[config.mk]
export PLATFORM = sky130hd
export DESIGN_NAME = cpu_seq_regfile
export DESIGN_NICKNAME = d
export VERILOG_FILES = /design/src/rtl/cpu_seq_regfile.sv
export SDC_FILE = /design/constraint.sdc
export NUM_CORES = 1
export LEC_CHECK = 0
export BUFFER_PORTS_ARGS = -buffer_cell sky130_fd_sc_hd__buf_2
export CORE_MARGIN = 2
export CORE_UTILIZATION = 50
export CTS_CLUSTER_DIAMETER = 100
export DETAILED_ROUTE_END_ITERATION = 16
export GPL_TIMING_DRIVEN = 0
export PLACE_DENSITY = 0.81
export SLEW_MARGIN = 20
export SYNTH_ARGS = -nofsm -noshare
export SYNTH_HDL_FRONTEND = slang
export SYNTH_SLANG_ARGS = --single-unit
[constraint.sdc]
create_clock -name CLK -period 3.84 [get_ports CLK]
set_input_delay 0.768 -clock CLK [delete_from_list [all_inputs] [get_ports CLK]]
set_output_delay 0.768 -clock CLK [all_outputs]
set_load 0.02 [all_outputs]
[src/rtl/cpu_seq_regfile.sv]
// cpu_seq_regfile
// Sequencer and operand stage of the 16-bit multi-cycle CPU. It steps a
// one-hot four-phase counter, owns the program counter, the instruction
// register and the 8-entry register file, feeds the ALU and takes the ALU
// result back for register writeback and PC redirect.
//
// Ports
//   CLK        system clock, all state updates on the rising edge
//   RST        synchronous active-high reset, overrides everything
//   run        phase-advance enable; low freezes all state
//   imem_addr  instruction address (always equal to pc)
//   imem_data  instruction word, combinational read of imem_addr
//   alu_q      ALU result used for writeback and branch redirect
//   ph         one-hot phase: bit0 fetch, bit1 read, bit2 execute, bit3 writeback
//   pc         program counter
//   ir         instruction register
//   sr1        registered operand rf[ir[10:8]]
//   sr2        registered operand rf[ir[7:5]]
//   dbg_sel    debug register select
//   dbg_data   rf[dbg_sel], combinational
module cpu_seq_regfile #(
    parameter logic [15:0] RESET_PC = 16'h0000,
    parameter int          NREG     = 8
) (
    input  logic        CLK,
    input  logic        RST,
    input  logic        run,
    output logic [15:0] imem_addr,
    input  logic [15:0] imem_data,
    input  logic [15:0] alu_q,
    output logic [3:0]  ph,
    output logic [15:0] pc,
    output logic [15:0] ir,
    output logic [15:0] sr1,
    output logic [15:0] sr2,
    input  logic [2:0]  dbg_sel,
    output logic [15:0] dbg_data
);

    // The phase encoding is the one-hot value seen on the ph port, with an
    // all-zero idle state that only exists for the first cycle after reset.
    typedef enum logic [3:0] {
        PH_IDLE  = 4'b0000,
        PH_FETCH = 4'b0001,
        PH_READ  = 4'b0010,
        PH_EXEC  = 4'b0100,
        PH_WB    = 4'b1000
    } phase_e;

    phase_e      ph_q, ph_d;
    logic [15:0] pc_q, pc_d;
    logic [15:0] ir_q, ir_d;
    logic [15:0] sr1_q, sr1_d;
    logic [15:0] sr2_q, sr2_d;
    logic [15:0] rf_q [NREG];
    logic        rf_we;
    logic        isAdd;
    logic        isLi;
    logic        isBranch;

    // Instruction classes that matter to this stage. ADD needs its function
    // field to match, LI only writes when its source field is zero; anything
    // else falls through as a no-op at writeback.
    always_comb begin
        isAdd    = (ir_q[15:14] == 2'b00) && (ir_q[4:0] == 5'b00010);
        isLi     = (ir_q[15:14] == 2'b01) && (ir_q[10:8] == 3'b000);
        isBranch = (ir_q[15:14] == 2'b10);
    end

    // Next-state logic. Everything holds by default so that run=0 freezes
    // the whole stage. The branch redirect is unconditional here because the
    // ALU already picked either the target or the fall-through address.
    always_comb begin
        ph_d  = ph_q;
        pc_d  = pc_q;
        ir_d  = ir_q;
        sr1_d = sr1_q;
        sr2_d = sr2_q;
        rf_we = 1'b0;
        if (run) begin
            case (ph_q)
                PH_IDLE: begin
                    ph_d = PH_FETCH;
                end
                PH_FETCH: begin
                    ir_d = imem_data;
                    pc_d = pc_q + 16'd1;
                    ph_d = PH_READ;
                end
                PH_READ: begin
                    sr1_d = rf_q[ir_q[10:8]];
                    sr2_d = rf_q[ir_q[7:5]];
                    ph_d  = PH_EXEC;
                end
                PH_EXEC: begin
                    ph_d = PH_WB;
                end
                PH_WB: begin
                    rf_we = isAdd || isLi;
                    if (isBranch) begin
                        pc_d = alu_q;
                    end
                    ph_d = PH_FETCH;
                end
                default: begin
                    ph_d = PH_IDLE;
                end
            endcase
        end
    end

    // State registers and register file. Reset wins over run and discards
    // whatever instruction was in flight, including any pending writeback.
    always_ff @(posedge CLK) begin
        if (RST) begin
            ph_q  <= PH_IDLE;
            pc_q  <= RESET_PC;
            ir_q  <= '0;
            sr1_q <= '0;
            sr2_q <= '0;
            for (int i = 0; i < NREG; i++) begin
                rf_q[i] <= '0;
            end
        end else begin
            ph_q  <= ph_d;
            pc_q  <= pc_d;
            ir_q  <= ir_d;
            sr1_q <= sr1_d;
            sr2_q <= sr2_d;
            if (rf_we) begin
                rf_q[ir_q[13:11]] <= alu_q;
            end
        end
    end

    // Output drive. The debug port reads the register file directly so a
    // write becomes visible in the cycle after its writeback edge.
    always_comb begin
        ph        = ph_q;
        pc        = pc_q;
        imem_addr = pc_q;
        ir        = ir_q;
        sr1       = sr1_q;
        sr2       = sr2_q;
        dbg_data  = rf_q[dbg_sel];
    end

endmodule
# Word-level counts from Yosys, hierarchy flattened
# Memory sizes are Yosys's and may differ from the RTL's. A register that Yosys moved wholly into a read port is not among the register bits.
# Cells that the tools add are included.
[classes]
add_sub_neg = 1
eq_ne = 8
mux = 13
reduce_logical = 12
[op_table]
columns = ["cell", "count"]
rows = [
  ["16-bit 2-to-1 mux", 2],
  ["16-bit case mux with 2 select lines", 1],
  ["16-bit by 1-bit adder with 16-bit output (second input constant)", 1],
  ["4-bit case mux with 4 select lines", 1],
  ["16-bit OR reduction", 1],
  ["1-bit 2-to-1 mux", 8],
  ["5-bit by 2-bit == test with 1-bit output (second input constant)", 1],
  ["4-bit by 1-bit == test with 1-bit output (second input constant)", 1],
  ["4-bit by 2-bit == test with 1-bit output (second input constant)", 1],
  ["4-bit by 3-bit == test with 1-bit output (second input constant)", 1],
  ["4-bit == test (second input constant)", 1],
  ["4-bit logical NOT", 1],
  ["2-bit AND reduction", 2],
  ["3-bit logical NOT", 1],
  ["3-bit 2-to-1 mux", 1],
  ["3-bit AND reduction", 1],
  ["2-bit by 1-bit == test with 1-bit output (second input constant)", 1],
  ["2-bit == test (second input constant)", 1],
  ["1-bit logical AND", 2],
  ["2-bit logical NOT", 1],
  ["2-bit inequality test (second input constant)", 1],
  ["2-bit nonzero test", 1],
  ["2-bit OR reduction", 1],
  ["1-bit logical OR", 1],
]
[totals]
regBits = 36
ram_bits = 128
out_inout_bits = 100
word_cells = 38
n_memories = 1
[mem_list]
columns = ["name", "words", "width", "read_ports", "rd_clocked_by_memory_dff", "write_ports", "line_no", "text"]
rows = [
  ["rf_q", 8, 16, 3, 2, 8, "55", "logic [15:0] rf_q [NREG];"],
]

# Logic depth before layout (Yosys ltp)
# Gate-level depths: netlist of run 1.
[depth]
word_depth = 10
ltp_mapped = 7

# Worst setup path after synthesis of run 1
# No wires, ideal clock.
[synth_path]
path_type = "in2out"
from = "input port dbg_sel[0]"
to = "output port dbg_data[0]"
arrival_time_ns = 2.129
t_required_ns = 3.072
setup_slack_ns = 0.943
path_stages = 4
cell_sequence = "clkbuf_1 > buf_2 > mux4_2 > mux2_2"
[synth_between]
elab_chain_cells = 1
[synth_lines]
columns = ["item", "line_no", "text"]
rows = [
  ["from (decl)", "36", "input logic [2:0] dbg_sel,"],
  ["memory 8 x 16 bit", "n/a", ""],
  ["to (decl)", "37", "output logic [15:0] dbg_data"],
]
# Every way passes these cells.

# Worst setup path in the final report of run 1
[layout_path]
from = "input port dbg_sel[0]"
to = "output port dbg_data[5]"
# The elaborated chain is that of the path after synthesis.

==> impl_metrics.yaml, run 1 <==
outcome:
  status: "complete, no violations"
sta:
  clock.fmax_mhz: 292
  hold_viol: 0
  rsz0062_at_grt: "false"
  period_share: 0.892
  worst_slack_ns: 0.415
  slew_viol_final: 0
  setup_viol: 0
  period_minus_slack_ns: 3.43
  finClkSkew_ns: 0.00959
  tightest_slew_ns: 1.19
  tns_ns: 0
  relSlewSlack: 0.208
worst_setup_path:
  path_cells: "clkbuf_1 > buf_2 > mux4_2 > mux2_2 > buf_2"
  crit_path_start_kind: "input port"
  cp_max_fo: 10
  rr_worst_depth: 4
  path_common_cell: "buf_2"
  slowest_delay_ns: 0.58
  criticalPathCategory: "in2out"
  crit_slowest_cell: "mux4_2"
  critical_path_required_ns: 3.07
  cp.arrival_ns: 2.66
  end_kind: "output port"
synth:
  ys_warn_count: 0
  post_synth_inst_count: 856
  synth_edf_count: 128
  yosys-top-cells-count: "nor2_1 (146), edfxtp_1 (128), mux4_2 (96), nand2_1 (74), dfxtp_1 (68)"
  synth_area_um2: 10600
  synth.most_common_cell: "nor2_1"
  yosysTopAreaCell: "edfxtp_1"
  synth_ff_type: "edfxtp_1"
  synthArstFlopShare: 0
  yosysUniqueCellTypes: 48
  ys_seq_area_frac: 0.493
  ys_ff_latch: 196
  syn_avg_cell_area_um2: 12.3
  synth_top_area_frac: 0.364
  syn-num-nets: 895
  synthTopCellsByArea: "edfxtp_1 (36%), mux4_2 (20%), dfxtp_1 (13%)"
clock_network:
  cts_buffers: 17
  post_cts_buffers: 0
  cts.sinks: 196
  clockBufferDepth: 2
  clk_latency_ns: 0.45
  cts_root_buf: "clkbuf_16"
  cts_hold_buffers: 0
  cts-htree-levels: 4
  cts_resized: 0
  cts_tree: "built"
  clk_pin_slew_ns: 0.06
flow_run:
  maxCapViolCount: 0
floorplanning:
  die_h_um: 149
  io_pins: 138
  fp.dieW_um: 149
  core_um2: 20900
  initial_core_util: 0.505
  die_area_um2: 22300
  row_count: 53
final_layout:
  layout-drive-gt1-share: 0.333
  nets: 1048
  syn_to_final_growth_pct: 15.4
  antennaDiodeCount: 0
  fillCellCount: 1645
placement:
  post-place-ws_ns: 0.368
  routabilityCongestion: 0.955
  port_buffers: 134
  dp_hpwl_um: 22200
global_routing:
  overflow: 0
  grt_max_degree: 17
  grt_use_total: 0.297
  first_global_vias: 8126
  grt_first_pass_wirelength_um: 48100
  antenna_found_initial: 0
route:
  wirelength_um: 32500
  vias: 8319
  via_per_inst: 6.41
  dr.pass1.iters: 8
  wire_per_inst_um: 25.1
  drtIter0Drc: 1184
  drc: 0
  ant_nets: 0
pwr:
  power_density_nw_per_um2: 390
  ir_worst_vdd_uv: 314
  p_total_uw: 4750
  p_leak_uw: 0.00421
min_path:
  hp-class: "reg2reg"
  hold_depth: 2
-- metrics by stage --
| stage | utilization | instances | hold slack (ns) | instance area (µm²) |
|---|---|---|---|---|
| finish | 0.583 | 1297 | 0.475 | 12200 |
| CTS | 0.583 | 1297 | 0.473 | 12200 |
| global route | 0.583 | 1297 | 0.500 | 12200 |
| floorplan | - | 856 | 0.542 | 10600 |
| detailed placement | 0.554 | 1265 | 0.464 | 11600 |
| global placement | 0.554 | 1265 | 0.459 | 11600 |
-- power by group --
group          internal [µW]  switching, µW  total [µW]
sequential              2300           54.2        2360
clock                   1040            813        1850
combinational            215            322         537
total                   3560           1190        4750
-- cell families (layout without fill, tap and decap cells) --
family / count (synthesis) / count (layout) / share of synthesized area
AND/OR/NAND/NOR: 308 / 308 / 0.139
flip-flops: 196 / 196 / 0.493
multiplexers: 145 / 145 / 0.253
AO/OA/AOI/OAI: 112 / 112 / 0.0699
buffers and inverters: 94 / 260 / 0.0434
adder cells (fa/ha/maj): 1 / 1 / 0.00119
-- registers in the layout, summed over array words and instances (netlist names) --
register and count:
sr1 16, imem_addr 16, sr2 16, ir 16, ph 4, rf_q 128
-- layout make-up --
class                           instances  area [µm²]  share of cell area
Tap cell                              275         344              0.0282
Clock inverter                         13         158              0.0129
Sequential cell                       196        5200               0.427
Inverter                                6        22.5             0.00185
Timing Repair Buffer                  134         671              0.0551
Multi-Input combinational cell        566        4900               0.402
Buffer                                 88         435              0.0357
Clock buffer                           19         443              0.0364
-- layout by cell type (no fill, tap or decap), types with 4 or more instances in the layout --
cell,count
o32ai_1,4
inv_1,6
nor2_2,19
dfxtp_1,68
nor2b_1,8
buf_1,6
and3_1,6
buf_4,16
a211oi_1,32
o31a_1,4
nand3_1,5
nor2_4,11
and4_1,4
a21o_1,6
mux4_2,96
clkbuf_1,53
and2_1,8
mux2i_1,33
nor3_1,4
edfxtp_1,128
mux2_2,16
buf_2,145
o21ai_0,19
clkbuf_16,17
nand2_1,74
a21oi_1,30
nor2_1,146
nand4_1,5
clkinv_4,4
-- worst max-delay path, delay by kind of cell --
family / cells / cell delay, ns
buffers and inverters: 3 / 0.97
muxes: 2 / 0.90
-- path summary, 6_finish.rpt --
kind,startpoint,endpoint,slack (ns)
setup / recovery,dbg_sel[0],dbg_data[5],0.41
hold / removal,ir[2],ir[2],0.47
setup reg to reg,ph[3],rf_q[4][14],0.80
hold reg to reg,ir[2],ir[2],0.47
-- metal layers --
| metal | share of wire | global-route usage |
|---|---|---|
| met3 | 0.13 | 0.0850 |
| met5 | 0 | 0 |
| met4 | 0.045 | 0.140 |
| met2 | 0.48 | 0.488 |
| met1 | 0.35 | 0.366 |
No activity file was read; power rests on OpenSTA's default activity.
==> run 2: changes to the inputs <==
CORE_ASPECT_RATIO = 1.1   (was default)
==> run 2 against run 1 <==
Net effect: count of clock-buffer cells in the layout rose by 1; clock power barely moved; worst setup slack improved by 0.089 ns; utilization rose by 0.54 points; non-clock buffer count did not move; critical path type unchanged; critical endpoint is now dbg_data[6]; highest routed layer unchanged.
==> impl_metrics.yaml, run 2 (synthesis results as in run 1) <==
worst_setup_path:
  crit_cells: 5
  slowest_delay_ns: 0.72
  path_buf_inv: 3
  reg2reg_from: "ph[3]"
  endpoint: "dbg_data[6]"
  criticalPathCategory: "in2out"
  reg2reg_slack_ns: 0.80
  cp_max_fo: 10
  crit_path_start_kind: "input port"
  path_common_cell: "buf_2"
  r2r-end: "rf_q[2][9]"
  path_cells: "buf_2 > clkbuf_1 > mux4_2 > mux2_2 > buf_2"
  crit_slowest_cell: "clkbuf_1"
  critical_path_required_ns: 3.07
  end_kind: "output port"
  crit_family: "buffers and inverters"
  rr_worst_depth: 4
  cp.arrival_ns: 2.57
  cp-startpoint: "dbg_sel[1]"
route:
  dr.pass1.iters: 6
  via_per_inst: 6.49
  drtIter0Drc: 1093
  dr.max_layer_used: "met4"
  wl_met2_um: 15500
  wl_met3_um: 4150
  wl_met1_um: 10700
  wirelength_um: 31800
  drc: 0
  vias: 8296
  wire_per_inst_um: 24.9
  ant_nets: 0
global_routing:
  grt_first_pass_wirelength_um: 47500
  grt_use_total: 0.293
  antenna_found_initial: 0
  grt_max_degree: 17
  first_global_vias: 8101
  overflow: 0
clock_network:
  cts_buffers: 17
  clk_latency_ns: 0.45
  cts_tree: "built"
  clockBufferDepth: 2
  clk_pin_slew_ns: 0.07
  post_cts_buffers: 0
  cts-htree-levels: 4
  cts_root_buf: "clkbuf_16"
  cts_resized: 0
  cts_hold_buffers: 0
  cts.sinks: 196
outcome:
  status: "complete, no violations"
sta:
  relSlewSlack: 0.263
  slew_viol_final: 0
  finClkSkew_ns: 0.0142
  tightest_slew_ns: 1.11
  setup_viol: 0
  clock.fmax_mhz: 300
  period_minus_slack_ns: 3.34
  period_share: 0.869
  rsz0062_at_grt: "false"
  tns_ns: 0
  hold_viol: 0
  holdWs_ns: 0.481
placement:
  port_buffers: 134
  dp_hpwl_um: 22100
  place_inst: 1246
  routabilityCongestion: 0.882
  post_dp_cell_area_um2: 11600
final_layout:
  regMostFlops: "rf_q"
  layout_commonest_cell: "nor2_1"
  instances_no_fill: 1278
  design_area_um2: 12100
  nets: 1048
  layout-drive-gt1-share: 0.332
  syn_to_final_growth_pct: 15.1
  largest_reg_flops: 128
  final_cell_mix: "nor2_1 (146), buf_2 (145), edfxtp_1 (128)"
  antennaDiodeCount: 0
pwr:
  p_leak_uw: 0.00420
  power_density_nw_per_um2: 390
  ir_worst_vdd_uv: 344
floorplanning:
  row_count: 55
  fp.dieW_um: 143
  die_h_um: 156
  core_um2: 20600
  die_area_um2: 22300
  io_pins: 138
  initial_core_util: 0.511
min_path:
  hp-class: "reg2reg"
flow_run:
  maxCapViolCount: 0
[run 2: cell types whose count changed in the layout (fill, tap and decap cells not counted)]
cell        previous run  this run
clkinv_1               3         2
inv_6                  1         0
clkinvlp_4             1         4
clkinv_2               1         0
clkinv_4               4         2
clkbuf_1              53        55
clkbuf_8               1         0
inv_8                  0         1
[run 2: worst min-delay path, cell delays in order (launching register included)]
cell and delay, ns:
dfxtp_1 0.33, nand2_1 0.06, a21oi_1 0.05
[run 2: metal layers]
| metal | track usage | vias to the layer above |
|---|---|---|
| met5 | 0 | - |
| met4 | 0.134 | 0 |
| met3 | 0.0768 | 117 |
| met2 | 0.490 | 663 |
| met1 | 0.358 | 3991 |
| li1 | - | 3525 |
[run 2: cell type report]
class                   instances  area [µm²]
plain buffers                  88         435
clock buffers                  20         437
clock inverters                12         156
fillers                      1636        8500
inverters                       6        22.5
multi-input cells             566        4900
flip-flops and latches        196        5200
well taps                     256         320
repair buffers                134         671
[run 2: power breakdown]
group	switching, µW	internal (µW)	total, µW
combinational	319	215	534
sequential	52.9	2300	2360
clock	815	1030	1840
total	1190	3550	4730
[run 2: how the worst min path moves through the flow]
| stage | cells after the start | end | slack (ns) | start |
|---|---|---|---|---|
| 4_1_cts | 2 | ir[3] | 0.48 | ir[3] |
| 6_report | 2 | ir[3] | 0.48 | ir[3] |
| 3_5_place_dp | 2 | ir[3] | 0.47 | ir[3] |
| 3_3_place_gp | 2 | ir[1] | 0.46 | ir[1] |
| 2_1_floorplan | 2 | ir[1] | 0.54 | ir[1] |
| 5_1_grt | 2 | ir[3] | 0.50 | ir[3] |
[run 2: metrics by stage]
step | total power (µW) | setup slack, ns | util
after floorplan | 2730 | 0.943 | -
after detailed placement | 2930 | 0.449 | 0.560
final | 4730 | 0.504 | 0.588
after global routing | 4840 | 0.415 | 0.588
after CTS | 4710 | 0.532 | 0.588
after global placement | 2910 | 0.395 | 0.559
==> run 3: changes to the inputs <==
CORE_UTILIZATION = 25   (was 50)
PLACE_DENSITY = 0.51   (was 0.81)
==> run 3 against run 2 <==
Net effect: via count is 5.0% lower; worst setup slack worse by 0.097 ns; wire length is 17% higher; cell count is 24% higher; register-to-register slack worse by 0.06 ns; sequential power hardly changed; count of clock-buffer cells in the layout is 2 lower; die area is 97% higher; sequential share of layout area is 1.3 points lower; power is 0.28% lower; clock power hardly changed; global-route usage is 12 points lower; critical path type unchanged; critical endpoint is now dbg_data[5]; largest cell class unchanged; highest routed layer unchanged.
==> impl_metrics.yaml, run 3 (synthesis results as in run 1) <==
outcome:
  status: "complete, no violations"
min_path:
  hold_depth: 2
  hp-class: "reg2reg"
  min_to: "ir[0]"
  min_from: "ir[0]"
global_routing:
  first_global_vias: 7771
  grt.busiest_layer: "met2"
  grt_max_degree: 19
  use_met2: 0.294
  overflow: 0
  grt_first_pass_wirelength_um: 53300
  grtUsageMet3: 0.0328
  antenna_found_initial: 0
  grt_use_met1: 0.221
  grt_use_total: 0.172
sta:
  clock.fmax_mhz: 291
  tns_ns: 0
  rsz0062_at_grt: "false"
  worst_slack_ns: 0.407
  tightest_slew_ns: 1.13
  setup_viol: 0
  period_minus_slack_ns: 3.43
  period_share: 0.894
  hold_viol: 0
  slew_viol_final: 0
  finClkSkew_ns: 0.0108
  relSlewSlack: 0.249
clock_network:
  cts.sinks: 196
  cts_buffers: 17
  clk_pin_slew_ns: 0.07
  cts-htree-levels: 4
  clk_latency_ns: 0.46
  cts_hold_buffers: 0
  cts_resized: 0
  clockBufferDepth: 2
  cts_root_buf: "clkbuf_16"
  post_cts_buffers: 0
  cts_tree: "built"
pwr:
  ir_worst_vdd_uv: 320
  power_density_nw_per_um2: 377
  p_leak_uw: 0.00420
worst_setup_path:
  slowest_delay_ns: 0.56
  path_cells: "clkbuf_1 > buf_2 > mux4_2 > mux2_2 > buf_2"
  path_buf_inv: 3
  critical_path_required_ns: 3.07
  crit_path_start_kind: "input port"
  r2r-end: "rf_q[4][7]"
  cp.arrival_ns: 2.66
  crit_cells: 5
  criticalPathCategory: "in2out"
  reg2reg_from: "ph[3]"
  reg2reg_slack_ns: 0.74
  crit_family: "buffers and inverters"
  rr_worst_depth: 4
  cp_max_fo: 10
  crit_slowest_cell: "mux4_2"
  path_common_cell: "buf_2"
  end_kind: "output port"
floorplanning:
  core_um2: 41500
  io_pins: 138
  die_h_um: 220
  fp.dieW_um: 200
  row_count: 78
  initial_core_util: 0.254
  die_area_um2: 43900
route:
  wirelength_um: 37200
  dr.pass1.iters: 5
  ant_nets: 0
  via_per_inst: 4.98
  wire_per_inst_um: 23.5
  vias: 7880
  drc: 0
  drtIter0Drc: 660
placement:
  dp_hpwl_um: 26600
  routabilityCongestion: 0.824
  port_buffers: 134
  post-place-ws_ns: 0.148
final_layout:
  fillCellCount: 4255
  final_cell_mix: "buf_2 (146), nor2_1 (146), edfxtp_1 (128)"
  nets: 1048
  largest_reg_flops: 128
  antennaDiodeCount: 0
  multi_input_area_um2: 4900
  syn_to_final_growth_pct: 18.6
  regMostFlops: "rf_q"
  seqCellArea_um2: 5200
  layout-drive-gt1-share: 0.338
flow_run:
  maxCapViolCount: 0
==> run 3: changes by cell type in the layout (fill, tap and decap cells not counted) <==
cell,change
inv_6,+6
clkbuf_1,-3
bufinv_16,-2
clkinv_1,-2
buf_1,-1
buf_2,+1
clkbuf_8,+1
clkinv_4,+1
clkinvlp_4,-1
==> run 3: layer usage <==
metal  up-vias  share of wire
met5         -              0
met4         0          0.020
met3        39          0.058
met2       312           0.50
met1      4003           0.42
li1       3526              -
==> run 3: worst max path at each step <==
| stage | start | end | slack [ns] |
|---|---|---|---|
| after floorplan | dbg_sel[0] | dbg_data[0] | 0.94 |
| after global placement | run | rf_q[1][10] | 0.13 |
| after detailed placement | RST | rf_q[1][11] | 0.15 |
| after CTS | dbg_sel[0] | dbg_data[5] | 0.38 |
| after global routing | dbg_sel[0] | dbg_data[6] | 0.32 |
| final | dbg_sel[0] | dbg_data[5] | 0.41 |
==> run 3: report_power, final <==
group,leakage [µW],total (µW),internal (µW),switching [µW]
Sequential,0.00187,2360,2300,52.2
Combinational,0.00205,551,215,335
Clock,0.000277,1810,932,882
Total,0.00420,4720,3450,1270
==> run 3: worst register-to-register path: cells and delay by family, from the launching register on <==
kind	cells	cell delay [ns]
buffers and inverters	1	0.47
AO/OA/AOI/OAI	1	0.82
AND/OR/NAND/NOR	2	0.96
flip-flops	1	0.46
==> run 3: stage by stage <==
| stage | util | cell area (µm²) | hold WS (ns) | instances | power, µW |
|---|---|---|---|---|---|
| floorplan | - | 10600 | 0.542 | 856 | 2730 |
| global placement | 0.288 | 11900 | 0.462 | 1550 | 2950 |
| detailed placement | 0.288 | 11900 | 0.464 | 1550 | 2960 |
| CTS | 0.302 | 12500 | 0.474 | 1582 | 4750 |
| global route | 0.302 | 12500 | 0.505 | 1582 | 4870 |
| finish | 0.302 | 12500 | 0.476 | 1582 | 4720 |
==> run 3: final cells by class <==
cell class | instances | share of cell area
Clock buffer | 18 | 0.0351
Timing Repair Buffer | 134 | 0.0536
Sequential cell | 196 | 0.416
Buffer | 88 | 0.0349
Inverter | 6 | 0.00180
Clock inverter | 14 | 0.0114
Tap cell | 560 | 0.0560
Multi-Input combinational cell | 566 | 0.392
